==> config.mk <==
export PLATFORM = sky130hd
export DESIGN_NAME = w_run_gen
export DESIGN_NICKNAME = d
export VERILOG_FILES = /design/src/rtl/w_run_gen.sv
export SDC_FILE = /design/constraint.sdc
export NUM_CORES = 1
export LEC_CHECK = 0
export ABC_CLOCK_PERIOD_IN_PS = 3700
export BUFFER_PORTS_ARGS = -buffer_cell sky130_fd_sc_hd__buf_4
export CORE_MARGIN = 5
export CORE_UTILIZATION = 62
export DETAILED_ROUTE_END_ITERATION = 16
export PLACE_DENSITY = 0.84
export SYNTH_ARGS = -nofsm -noshare
export SYNTH_HDL_FRONTEND = slang
export SYNTH_SLANG_ARGS = --single-unit
==> constraint.sdc <==
create_clock -name clock_i -period 3.7 [get_ports clock_i]
set_clock_uncertainty 0.1 [all_clocks]
set_input_delay 0.185 -clock clock_i [delete_from_list [all_inputs] [get_ports clock_i]]
set_output_delay 0.185 -clock clock_i [all_outputs]
set_load 0.02 [all_outputs]
==> src/rtl/w_run_gen.sv <==
// w_run_gen: drives the serial w line with repeated runs of 1s separated by gaps of 0s,
// and counts trigger rising edges from the detector, recording when the first one fired.
// Ports: clock_i/reset_i (async, active-low); start_i with run_len_i/gap_len_i/reps_i launches
// a pattern; trigger_i is the detector return. ready_o/busy_o/done_o show status, w_o is the
// stimulus, and trig_count_o/first_trig_o hold the trigger statistics. All outputs are registered.
module w_run_gen #(
    parameter int LEN_W  = 4,
    parameter int REP_W  = 4,
    parameter int CNT_W  = 4,
    parameter int TIME_W = 8
) (
    input  logic              clock_i,
    input  logic              reset_i,      // active-low, asynchronous
    input  logic              start_i,
    input  logic [LEN_W-1:0]  run_len_i,
    input  logic [LEN_W-1:0]  gap_len_i,
    input  logic [REP_W-1:0]  reps_i,
    input  logic              trigger_i,
    output logic              ready_o,
    output logic              busy_o,
    output logic              w_o,
    output logic              done_o,
    output logic [CNT_W-1:0]  trig_count_o,
    output logic [TIME_W-1:0] first_trig_o
);

    typedef enum logic [1:0] {
        S_IDLE = 2'd0,
        S_RUN  = 2'd1,
        S_GAP  = 2'd2,
        S_DONE = 2'd3
    } state_t;

    state_t              state_q, state_d;
    logic [LEN_W-1:0]    run_len_q, run_len_d;
    logic [LEN_W-1:0]    gap_len_q, gap_len_d;
    logic [REP_W-1:0]    reps_q, reps_d;
    logic [LEN_W-1:0]    len_cnt_q, len_cnt_d;
    logic [REP_W-1:0]    rep_cnt_q, rep_cnt_d;
    logic [TIME_W-1:0]   elapsed_q, elapsed_d;
    logic [CNT_W-1:0]    trig_cnt_q, trig_cnt_d;
    logic [TIME_W-1:0]   first_q, first_d;
    logic                seen_q, seen_d;
    logic                trigger_q;
    logic                ready_q, ready_d;
    logic                busy_q, busy_d;
    logic                done_q, done_d;
    logic                w_q, w_d;

    logic rise;
    logic run_last;
    logic gap_last;
    logic rep_last;

    assign rise = trigger_i & ~trigger_q;

    // Terminal counts compare against latched length minus one. RUN is only entered with
    // run_len_q != 0 and GAP only with gap_len_q != 0, so these never underflow in use.
    assign run_last = (len_cnt_q == run_len_q - LEN_W'(1));
    assign gap_last = (len_cnt_q == gap_len_q - LEN_W'(1));
    assign rep_last = (rep_cnt_q == reps_q - REP_W'(1));

    always_comb begin
        state_d    = state_q;
        run_len_d  = run_len_q;
        gap_len_d  = gap_len_q;
        reps_d     = reps_q;
        len_cnt_d  = len_cnt_q;
        rep_cnt_d  = rep_cnt_q;
        elapsed_d  = elapsed_q;
        trig_cnt_d = trig_cnt_q;
        first_d    = first_q;
        seen_d     = seen_q;

        case (state_q)
            S_IDLE: begin
                if (start_i) begin
                    run_len_d  = run_len_i;
                    gap_len_d  = gap_len_i;
                    reps_d     = reps_i;
                    len_cnt_d  = '0;
                    rep_cnt_d  = '0;
                    elapsed_d  = '0;
                    trig_cnt_d = '0;
                    first_d    = '1;
                    seen_d     = 1'b0;
                    // A zero-length run or zero reps emits nothing, not even a gap.
                    if (run_len_i == '0 || reps_i == '0) begin
                        state_d = S_DONE;
                    end else begin
                        state_d = S_RUN;
                    end
                end
            end
            S_RUN: begin
                len_cnt_d = len_cnt_q + LEN_W'(1);
                if (run_last) begin
                    len_cnt_d = '0;
                    if (gap_len_q != '0) begin
                        state_d = S_GAP;
                    end else if (rep_last) begin
                        state_d = S_DONE;
                    end else begin
                        // No gap: the next run follows immediately and merges on w.
                        rep_cnt_d = rep_cnt_q + REP_W'(1);
                    end
                end
            end
            S_GAP: begin
                len_cnt_d = len_cnt_q + LEN_W'(1);
                if (gap_last) begin
                    len_cnt_d = '0;
                    if (rep_last) begin
                        state_d = S_DONE;
                    end else begin
                        state_d   = S_RUN;
                        rep_cnt_d = rep_cnt_q + REP_W'(1);
                    end
                end
            end
            default: begin
                state_d = S_IDLE;
            end
        endcase

        // Trigger monitor: only edges seen while the pattern is on the line count. A trigger
        // already high at acceptance is absorbed by trigger_q and produces no edge.
        if (state_q == S_RUN || state_q == S_GAP) begin
            if (elapsed_q != '1) begin
                elapsed_d = elapsed_q + TIME_W'(1);
            end
            if (rise) begin
                if (trig_cnt_q != '1) begin
                    trig_cnt_d = trig_cnt_q + CNT_W'(1);
                end
                if (!seen_q) begin
                    first_d = elapsed_q;
                    seen_d  = 1'b1;
                end
            end
        end
    end

    // Status outputs are decoded from the next state so they are registered alongside it.
    always_comb begin
        ready_d = (state_d == S_IDLE);
        busy_d  = (state_d == S_RUN) || (state_d == S_GAP);
        done_d  = (state_d == S_DONE);
        w_d     = (state_d == S_RUN);
    end

    always_ff @(posedge clock_i or negedge reset_i) begin
        if (!reset_i) begin
            state_q    <= S_IDLE;
            run_len_q  <= '0;
            gap_len_q  <= '0;
            reps_q     <= '0;
            len_cnt_q  <= '0;
            rep_cnt_q  <= '0;
            elapsed_q  <= '0;
            trig_cnt_q <= '0;
            first_q    <= '1;
            seen_q     <= 1'b0;
            trigger_q  <= 1'b0;
            ready_q    <= 1'b1;
            busy_q     <= 1'b0;
            done_q     <= 1'b0;
            w_q        <= 1'b0;
        end else begin
            state_q    <= state_d;
            run_len_q  <= run_len_d;
            gap_len_q  <= gap_len_d;
            reps_q     <= reps_d;
            len_cnt_q  <= len_cnt_d;
            rep_cnt_q  <= rep_cnt_d;
            elapsed_q  <= elapsed_d;
            trig_cnt_q <= trig_cnt_d;
            first_q    <= first_d;
            seen_q     <= seen_d;
            trigger_q  <= trigger_i;
            ready_q    <= ready_d;
            busy_q     <= busy_d;
            done_q     <= done_d;
            w_q        <= w_d;
        end
    end

    assign ready_o      = ready_q;
    assign busy_o       = busy_q;
    assign done_o       = done_q;
    assign w_o          = w_q;
    assign trig_count_o = trig_cnt_q;
    assign first_trig_o = first_q;

endmodule

==> results.txt <==
----------------------------------------------------
[STA]
  Unrepaired setup endpoints after global routing ... no
  Number of hold violations in the final report ... 0
  Pin slew with the least headroom to its limit ... 858 ps
  Number of failing setup endpoints in the final timing report ... 0
  Achievable clock frequency ... 0.385 GHz
  Pins over their slew limit ... 0
  Period minus WS final ... 2600 ps
  Fin Setup TNS ... 0 ps
  Hold Worst Slack ... 3.95 ps
  Ratio of final minimum period to clock period ... 70.2%
  Worst rel slew slack ... 42.6%

[Hold path]
  Worst hold endpoint ... reps_q[1]
  HP Start ... reps_i[1]
  Worst Hold Path Cells ... 3
  Hold/Removal Path Class ... input port to flop

[Clocking]
  Clock tree from TritonCTS ... built
  Insertion delay of the later-clocked pin in the worst-skew pair ... 310 ps
  Master cell of the clock root buffer ... sky130_fd_sc_hd__clkbuf_8
  Clock tree buffer depth ... 2
  Resize count post-CTS ... 0
  CTS clk-pin slew, worst paths ... 90 ps
  Total clock buffers created by CTS ... 5
  Number of setup buffers added after CTS ... 0
  Clock sinks ... 48
  H-tree depth ... 2
  Number of buffers inserted by hold repair at cts ... 9

[Die]
  Placement row count ... 23
  IO Pins ... 32
  Overall die area ... 0.00552 mm^2
  Height of the die ... 74.3 um
  Starting density of the core ... 64.1%
  Width of the die ... 74.3 um
  Area inside the core boundary ... 0.00400 mm^2

[Setup path]
  Required time at the worst-slack endpoint ... 3850 ps
  Arrival time of data at the critical path endpoint ... 2740 ps
  Beginning of the critical path ... state_q[0]
  R2R Setup Slk ... 1100 ps
  Critical path type ... flop to flop
  Sort of element at the start of the critical path ... flop
  Capturing element type of the critical path ... flop
  Count of cells along the worst register-to-register path ... 7
  Critical path fanouts, max ... 14
  R2r endpoint ... rep_cnt_q[3]
  Launch point of the worst reg-to-reg path ... state_q[0]

[Detailed routing]
  Wire length per cell after detailed routing ... 14.7 um
  Number of nets with antenna violations after routing ... 0
  Detailed Routing Iterations Pass 1 ... 4
  Final wirelength ... 5.39 mm
  DR vias ... 2076
  Average via count per standard cell ... 5.66
  Number of DRC violations after detailed routing ... 0
  Drt initial violations ... 141

[Synthesis]
  Number of flops mapped to enable cells by yosys ... 0
  Fraction of synthesis flops using an asynchronous set or reset pin ... 100%
  Average instance area after synthesis ... 9.26 um^2
  Prevailing post-synth register cell ... sky130_fd_sc_hd__dfrtp_1
  Syn Inst Count ... 277
  Ys Warns ... 0
  Nets in the synthesized netlist ... 308
  Synth Register Bits ... 48
  Total standard cell area after synthesis ... 0.00256 mm^2
  Post-synthesis sequential area ratio ... 47.3%
  Unique cell type count in the Yosys netlist ... 37

[GRT]
  Vias in the first global route ... 2073
  Global-route total usage across every layer ... 22.3%
  Initial antenna violation count ... 0
  Largest net degree at the start of global routing ... 49
  First-pass GRT wire length ... 9.36 mm
  Grt total ovfl ... 0

[Place]
  GP Congestion ... 0.912
  Cell count after placement ... 350
  Input/output buffers ... 31
  Post-DP HPWL ... 3.66 mm
  Post-placement cell area ... 0.00283 mm^2

[Layout]
  Count of nets after finishing ... 347
  Footprint of the multi-input gates ... 0.00126 mm^2
  Layout Cell Area excl Fill ... 0.00302 mm^2
  # diodes ... 0
  Fillcell total ... 280
  Layout overhead on the synthesized area ... 17.7%
  Fraction of layout cells with a size suffix above 1 ... 16.1%
  Number of standard cells in the final layout excluding fillers ... 367
  Register Area ... 0.00121 mm^2

[Pwr]
  Share of power burned in registers ... 52.1%
  Combinational Power Share ... 20.9%
  Tot Pwr ... 1230 uW
  Switching part of the total power ... 29.7%
  Pwr Density ... 409 mW/mm^2
  Power dissipated by switching net loads ... 367 uW
  Relative contribution of the clock network to total power ... 27.0%
  Worst IR Drop VDD ... 0.276 mV
  Leakage power total ... 0.00148 uW
  Cell-internal power ... 868 uW

[Run status]
  Outcome ... completed

[Flow run]
  Number of max-cap violations ... 0

----------------------------------------------------
power by group through the flow:
stage,logic [uW],registers (uW),clock network [uW]
after floorplan,68.8,711,0
after CTS,261,642,334
after detailed placement,253,652,0
after global routing,282,653,363
final,258,643,333
after global placement,244,651,0
layout make-up:
type                    count  share of cell area, %
multi-input cells         206                   41.9
clock buffers               6                   2.74
well taps                  50                   2.07
flip-flops and latches     48                   40.2
repair buffers             41                   10.9
clock inverters             2                  0.456
inverters                  14                   1.74
through the flow:
step / util [%] / setup WS (ps)
floorplan: - / 1470
global placement: 70.8 / 1160
detailed placement: 70.8 / 1160
CTS: 75.5 / 1120
global route: 75.5 / 839
finish: 75.5 / 1100
routing by layer:
layer  share of wire (%)  routed length (um)  track usage (%)
met4                 3.1                 165             9.09
met1                  44                2380             29.4
met3                 3.6                 194             5.68
met5                   0                   0                0
met2                  49                2650             35.5
registers in the layout (all words and copies together), names as in the netlist, 4 cells and up:
name          count
elapsed_q         8
first_trig_o      8
gap_len_q         4
len_cnt_q         4
rep_cnt_q         4
reps_q            4
run_len_q         4
trig_count_o      4
kinds of logic after synthesis:
| family | after synthesis | share of synthesized area, % |
|---|---|---|
| and+or+nand+nor | 110 | 19.8 |
| AOI/OAI and AO/OA | 62 | 14.0 |
| DFF | 48 | 47.3 |
| buffers and inverters | 23 | 3.41 |
| xor gates and xnor gates | 18 | 7.90 |
| adders and majority gates | 15 | 7.32 |
| muxes | 1 | 0.390 |
critical path: stages (launching register included):
cell and delay, ps:
sky130_fd_sc_hd__dfrtp_1 430, sky130_fd_sc_hd__inv_1 100, sky130_fd_sc_hd__ha_1 560, sky130_fd_sc_hd__a21oi_1 310, sky130_fd_sc_hd__a21oi_1 200, sky130_fd_sc_hd__nand4bb_1 280, sky130_fd_sc_hd__or4_1 470, sky130_fd_sc_hd__nand3_1 90
worst max path at each step:
stage | cells after the start | slack, ps | to
after floorplan | 9 | 1470 | busy_o
after global placement | 7 | 1160 | rep_cnt_q[3]
after detailed placement | 7 | 1160 | rep_cnt_q[3]
after CTS | 7 | 1120 | rep_cnt_q[3]
after global routing | 6 | 840 | first_trig_o[0]
final | 7 | 1100 | rep_cnt_q[3]
cells in the mapped netlist, drive strengths merged, types with 4 or more instances:
| library cell | n | area share (%) |
|---|---|---|
| o21ai | 33 | 6.4 |
| dfstp | 9 | 9.2 |
| nand2 | 56 | 8.2 |
| inv | 14 | 2.0 |
| nand3 | 10 | 2.0 |
| clkbuf | 8 | 1.2 |
| ha | 15 | 7.3 |
| dfrtp | 39 | 38 |
| nor2 | 16 | 2.3 |
| a21o | 5 | 1.5 |
| xnor2 | 11 | 3.8 |
| nand2b | 4 | 0.98 |
| o31ai | 4 | 1.2 |
| nor3 | 8 | 2.0 |
| a21oi | 11 | 2.1 |
| xor2 | 4 | 1.4 |
placed cells by master, fill, tap and decap left out, drive strengths merged, types with 2 or more instances in the layout:
cell type    instances
nor2                16
nor3                 8
dlygate4sd3          9
inv                 15
xor3                 3
dfstp                9
o21ai               33
o31ai                4
ha                  15
a21o                 5
nand3               10
nand2b               4
nor4                 2
and2                 2
buf                 32
nor2b                3
nand3b               2
nand4                2
xor2                 4
a31oi                2
clkbuf               6
xnor2               11
nand2               56
a21oi               11
dfrtp               39
a311oi               2
Note: power is estimated with default switching activity, not from simulation.
